--- config.mk ---
export PLATFORM = sky130hd
export DESIGN_NAME = inst_fetch
export DESIGN_NICKNAME = d
export VERILOG_FILES = /design/src/rtl/inst_fetch.sv
export SDC_FILE = /design/constraint.sdc
export NUM_CORES = 1
export LEC_CHECK = 0
export BUFFER_PORTS_ARGS = -buffer_cell sky130_fd_sc_hd__buf_2
export CORE_MARGIN = 8
export CORE_UTILIZATION = 48
export DETAILED_ROUTE_END_ITERATION = 10
export PLACE_DENSITY_LB_ADDON = 0.12
export SLEW_MARGIN = 20
export SYNTH_ARGS = -nofsm -noshare
export SYNTH_HDL_FRONTEND = slang
export SYNTH_SLANG_ARGS = --single-unit
--- constraint.sdc ---
create_clock -name clk -period 1.9 [get_ports clk]
set_input_delay 0.38 -clock clk [delete_from_list [all_inputs] [get_ports clk]]
set_output_delay 0.38 -clock clk [all_outputs]
set_load 0.02 [all_outputs]
--- src/rtl/inst_fetch.sv ---
// Instruction fetch unit: requests one instruction at a time from instruction
// memory, holds it for decode and stalls the PC until it is accepted. Fetching
// stops permanently on a halt word or on a memory timeout; only rst restarts it.
module inst_fetch #(
    parameter logic [31:0] HALT_WORD = 32'hFC000000,
    parameter logic [7:0]  TIMEOUT   = 8'd255
) (
    input  logic        clk,
    input  logic        rst,
    input  logic [31:0] pc,
    output logic        pc_stall,
    input  logic        flush,
    output logic        imem_req,
    output logic [31:0] imem_addr,
    input  logic        imem_ack,
    input  logic [31:0] imem_rdata,
    output logic        instr_valid,
    input  logic        instr_ready,
    output logic [31:0] instr,
    output logic [31:0] instr_pc,
    output logic        halted,
    output logic        fetch_err
);

    typedef enum logic [2:0] {
        ST_IDLE    = 3'd0,
        ST_REQ     = 3'd1,
        ST_DISCARD = 3'd2,
        ST_HOLD    = 3'd3,
        ST_HALTED  = 3'd4,
        ST_ERR     = 3'd5
    } state_t;

    state_t      state_r, state_s;
    logic        imem_req_r, imem_req_s;
    logic [31:0] imem_addr_r, imem_addr_s;
    logic [31:0] instr_r, instr_s;
    logic [31:0] instr_pc_r, instr_pc_s;
    logic        instr_valid_r, instr_valid_s;
    logic        halted_r, halted_s;
    logic        fetch_err_r, fetch_err_s;
    logic [7:0]  timeout_cnt_r, timeout_cnt_s;
    logic        stall_s;
    logic        timeout_hit_s;

    // The outstanding request has waited its last permitted cycle.
    always_comb begin
        timeout_hit_s = (timeout_cnt_r == (TIMEOUT - 8'd1));
    end

    // Next-state, next-register values and the combinational PC hold.
    always_comb begin
        state_s       = state_r;
        imem_req_s    = imem_req_r;
        imem_addr_s   = imem_addr_r;
        instr_s       = instr_r;
        instr_pc_s    = instr_pc_r;
        instr_valid_s = instr_valid_r;
        halted_s      = halted_r;
        fetch_err_s   = fetch_err_r;
        timeout_cnt_s = timeout_cnt_r;
        stall_s       = 1'b1;
        case (state_r)
            ST_IDLE: begin
                if (flush) begin
                    // Let the PC take the redirect; capture it next cycle.
                    stall_s = 1'b0;
                    state_s = ST_IDLE;
                end else begin
                    imem_addr_s   = pc;
                    imem_req_s    = 1'b1;
                    timeout_cnt_s = 8'd0;
                    state_s       = ST_REQ;
                end
            end
            ST_REQ: begin
                if (imem_ack) begin
                    imem_req_s    = 1'b0;
                    timeout_cnt_s = 8'd0;
                    if (flush) begin
                        // Data arriving together with a redirect is stale.
                        stall_s = 1'b0;
                        state_s = ST_IDLE;
                    end else begin
                        instr_s       = imem_rdata;
                        instr_pc_s    = imem_addr_r;
                        instr_valid_s = 1'b1;
                        state_s       = ST_HOLD;
                    end
                end else if (timeout_hit_s) begin
                    imem_req_s  = 1'b0;
                    fetch_err_s = 1'b1;
                    state_s     = ST_ERR;
                end else begin
                    timeout_cnt_s = timeout_cnt_r + 8'd1;
                    if (flush) begin
                        state_s = ST_DISCARD;
                    end else begin
                        state_s = ST_REQ;
                    end
                end
            end
            ST_DISCARD: begin
                // The request cannot be withdrawn, so wait it out and drop it.
                if (imem_ack) begin
                    imem_req_s    = 1'b0;
                    timeout_cnt_s = 8'd0;
                    stall_s       = 1'b0;
                    state_s       = ST_IDLE;
                end else if (timeout_hit_s) begin
                    imem_req_s  = 1'b0;
                    fetch_err_s = 1'b1;
                    state_s     = ST_ERR;
                end else begin
                    timeout_cnt_s = timeout_cnt_r + 8'd1;
                    state_s       = ST_DISCARD;
                end
            end
            ST_HOLD: begin
                if (flush) begin
                    stall_s       = 1'b0;
                    instr_valid_s = 1'b0;
                    state_s       = ST_IDLE;
                end else if (instr_ready) begin
                    instr_valid_s = 1'b0;
                    if (instr_r == HALT_WORD) begin
                        halted_s = 1'b1;
                        state_s  = ST_HALTED;
                    end else begin
                        stall_s = 1'b0;
                        state_s = ST_IDLE;
                    end
                end else begin
                    state_s = ST_HOLD;
                end
            end
            ST_HALTED, ST_ERR: begin
                imem_req_s    = 1'b0;
                instr_valid_s = 1'b0;
            end
            default: begin
                imem_req_s    = 1'b0;
                instr_valid_s = 1'b0;
                state_s       = ST_IDLE;
            end
        endcase
        if (rst) begin
            stall_s = 1'b1;
        end else begin
            stall_s = stall_s;
        end
    end

    // State and output registers with synchronous reset.
    always_ff @(posedge clk) begin
        if (rst) begin
            state_r       <= ST_IDLE;
            imem_req_r    <= 1'b0;
            imem_addr_r   <= 32'd0;
            instr_r       <= 32'd0;
            instr_pc_r    <= 32'd0;
            instr_valid_r <= 1'b0;
            halted_r      <= 1'b0;
            fetch_err_r   <= 1'b0;
            timeout_cnt_r <= 8'd0;
        end else begin
            state_r       <= state_s;
            imem_req_r    <= imem_req_s;
            imem_addr_r   <= imem_addr_s;
            instr_r       <= instr_s;
            instr_pc_r    <= instr_pc_s;
            instr_valid_r <= instr_valid_s;
            halted_r      <= halted_s;
            fetch_err_r   <= fetch_err_s;
            timeout_cnt_r <= timeout_cnt_s;
        end
    end

    assign pc_stall    = stall_s;
    assign imem_req    = imem_req_r;
    assign imem_addr   = imem_addr_r;
    assign instr       = instr_r;
    assign instr_pc    = instr_pc_r;
    assign instr_valid = instr_valid_r;
    assign halted      = halted_r;
    assign fetch_err   = fetch_err_r;

endmodule

==> impl_metrics.tcl <==
set metrics [dict create \
    run_status "finished, violations left" \
    violations "setup timing" \
    cts_hold_buf 0 \
    syn_avg_cell_area_um2 8.038 \
    tightest_slew_ns 0.5780 \
    yosys.area.top_type "dfxtp_1" \
    synth.ff_latch_count 111 \
    wl_met3_um 1064 \
    vias 4173 \
    cts_buffers 9 \
    leakage_nw 2.408 \
    switchingPower_mw 1.168 \
    core_area_um2 8721 \
    die_y_um 110.8 \
    start_util 0.4950 \
    irDropWorstVdd_v 0.0004848 \
    routed_wl_um 12260 \
    finalSetupViolations 1 \
    track_usage 0.1927 \
    p_per_area_nw_per_um2 788.5 \
    wl_met2_um 6030 \
    yosys.area.top_type_share 0.5148 \
    wl_per_cell_um 15.13 \
    dieArea_um2 12280 \
    routed.top_layer "met4" \
    stdcell_area_um2 5542 \
    combPwrFrac 0.110 \
    row_count 34 \
    crit_fanout 2 \
    grt_max_degree 106 \
    drt_iter0_drc 152 \
    seq_power_share 0.558 \
    grt_pass1_vias 4122 \
    critical_path_arrival_ns 1.74 \
    ys.flop_type "dfxtp_1" \
    period_needed_ns 2.122 \
    slew_viol_final 0 \
    async_reset_ff_frac 0 \
    slowest_delay_ns 0.34 \
    crit_path_top_delay_cell "dfxtp_2" \
    layout_commonest_cell "nand2_1" \
    synth_cell_types 46 \
    ys_warn_count 0 \
    critPathKind "register to output port" \
    swShare 0.2674 \
    antenna_found_initial 0 \
    port_buffers 169 \
    synth_nets 608 \
    final_layout_size_suffix_gt1_frac 0.3177 \
    cp.required_ns 1.52 \
    hpwl_um 8888 \
    area_growth_pct 28.38 \
    period_share 1.117 \
    internal_power_mw 3.201 \
    nNetsFinal 769 \
    insertion_delay_ns 0.37 \
    endpoint_kind "output port" \
    ant_nets 0 \
    synth.area.top_cells "dfxtp_1 (51%), nand2_1 (17%), a21oi_1 (12%)" \
    post_dp_cell_area_um2 5274 \
    finalPower_mw 4.370 \
    mostFrequentLayoutCells "nand2_1 (195), buf_2 (167), a21oi_1 (107)" \
    crit_chain "nor4b_2 > nand4_1 > o21a_1 > o21ai_2 > buf_6" \
    hold_viol_final 0 \
    grt_pass1_wl_um 20070 \
    die_w_um 110.8 \
    synth_edf_count 0 \
    vias_per_cell 5.152 \
    place.gp.congestion 0.8103 \
    rsz0062_at_grt "yes" \
    grt_overflow 0 \
    tritoncts "built" \
    met1_length_um 4957 \
    clock_path_buffers 2 \
    n_antenna_cell 0 \
    timing.fmax_ghz 0.4713 \
    relSlewSlack 0.6146 \
    cts.sinks 111 \
    hold_class "primary input to register" \
    clock-skew-final_ns 0.01559 \
    synth.yosys.seq_area_share 0.5148 \
    clk_pin_slew_ns 0.11 \
    fin_util 0.6354 \
    clkPwrFrac 0.331 \
    post-route-drc-count 0 \
    cap_violations 0 \
    htree_num_levels 3 \
    clk_root_buffer_cell "clkbuf_8" \
    worst_slack_ns -0.2219 \
    drt-pass1-iter-count 4 \
    synthCells 537 \
    crit_path_start_kind "register" \
    syn_area_um2 4317 \
    pin_count 170 \
]
[synth_stat cells, types with 2 or more instances]
library cell and count:
nand2_1 195, dfxtp_1 111, a21oi_1 107, clkbuf_1 23, nor2_1 11, buf_6 8
nor4_1 7, buf_2 6, nand2b_1 6, nand3_1 6, inv_1 4, o31ai_1 4
or4_1 4, a211oi_1 2, buf_4 2, ha_1 2, nand3b_1 2, nand4_1 2
nor3_1 2, nor4b_1 2, o21ai_1 2, o31a_1 2, o41ai_1 2, or2_1 2
or4b_1 2
[cell families (layout without fill, tap and decap cells)]
group | count (synthesis) | in the layout | synth area share
AOI/OAI and AO/OA | 130 | 130 | 0.1672
xor gates and xnor gates | 1 | 1 | 0.002029
adders and majority gates | 2 | 2 | 0.005796
buffers and inverters | 43 | 208 | 0.05478
DFF | 111 | 111 | 0.5148
and+or+nand+nor | 250 | 250 | 0.2554
[metal layers]
layer  vias to the layer above  GRT usage
li1                       2114          -
met1                      1906     0.2149
met2                       133     0.3279
met3                        20    0.07846
met4                         0    0.05676
met5                         -          0
[per-stage QoR]
stage                     hold WS [ns]  setup TNS (ns)  std cells  setup WS (ns)
after global routing            0.2140         -0.2779        810        -0.2779
after global placement          0.4395               0        793        0.06133
after CTS                       0.2165         -0.2328        809        -0.2328
final                           0.2341         -0.2219        810        -0.2219
after floorplan                 0.4464               0        537        0.04894
after detailed placement        0.4441               0        793        0.03152
[worst paths after layout]
check	start	to	slack, ns	depth (start not counted)
worst min-delay path	pc[14]	imem_addr[14]	0.23	3
worst min register to register	instr_pc[29]	instr_pc[29]	0.46	2
worst max register to register	timeout_cnt_r[1]	timeout_cnt_r[0]	0.19	7
worst max-delay path	instr[24]	pc_stall	-0.22	5
[sequential cells by signal, indices dropped and copies added (netlist names), 3 cells and up]
| name | flops |
|---|---|
| imem_addr | 32 |
| instr_pc | 32 |
| timeout_cnt_r | 8 |
| instr | 32 |
| state_r | 3 |
[power by group through the flow]
| stage | Sequential (mW) | Combinational, mW | Clock [mW] |
|---|---|---|---|
| floorplan | 2.56 | 0.204 | 0 |
| global placement | 2.49 | 0.473 | 0 |
| detailed placement | 2.49 | 0.479 | 0 |
| CTS | 2.44 | 0.484 | 1.48 |
| global route | 2.45 | 0.529 | 1.57 |
| finish | 2.44 | 0.481 | 1.45 |
[final cells by class]
cell class              instances  area, um2
repair buffers                189       1055
inverters                       4      15.01
multi-input cells             383       1906
clock inverters                 6      77.57
fillers                       798       3179
well taps                     108      135.1
flip-flops and latches        111       2230
clock buffers                   9      123.9
[timing repair]
item / in CTS / in global routing
resized for setup: 9 / 6
endpoints found under the setup margin: 1 / 7
buffers inserted: 1 / 1
pin swaps: 3 / 3
cloned: 0 / 0
[worst max-delay path: cells and delay by family, from the launching register on]
family	cells	cell delay, ns
simple gates	2	0.50
compound gates	2	0.39
flops	1	0.34
buf+inv	1	0.14
No activity file was read; power rests on OpenSTA's default activity.
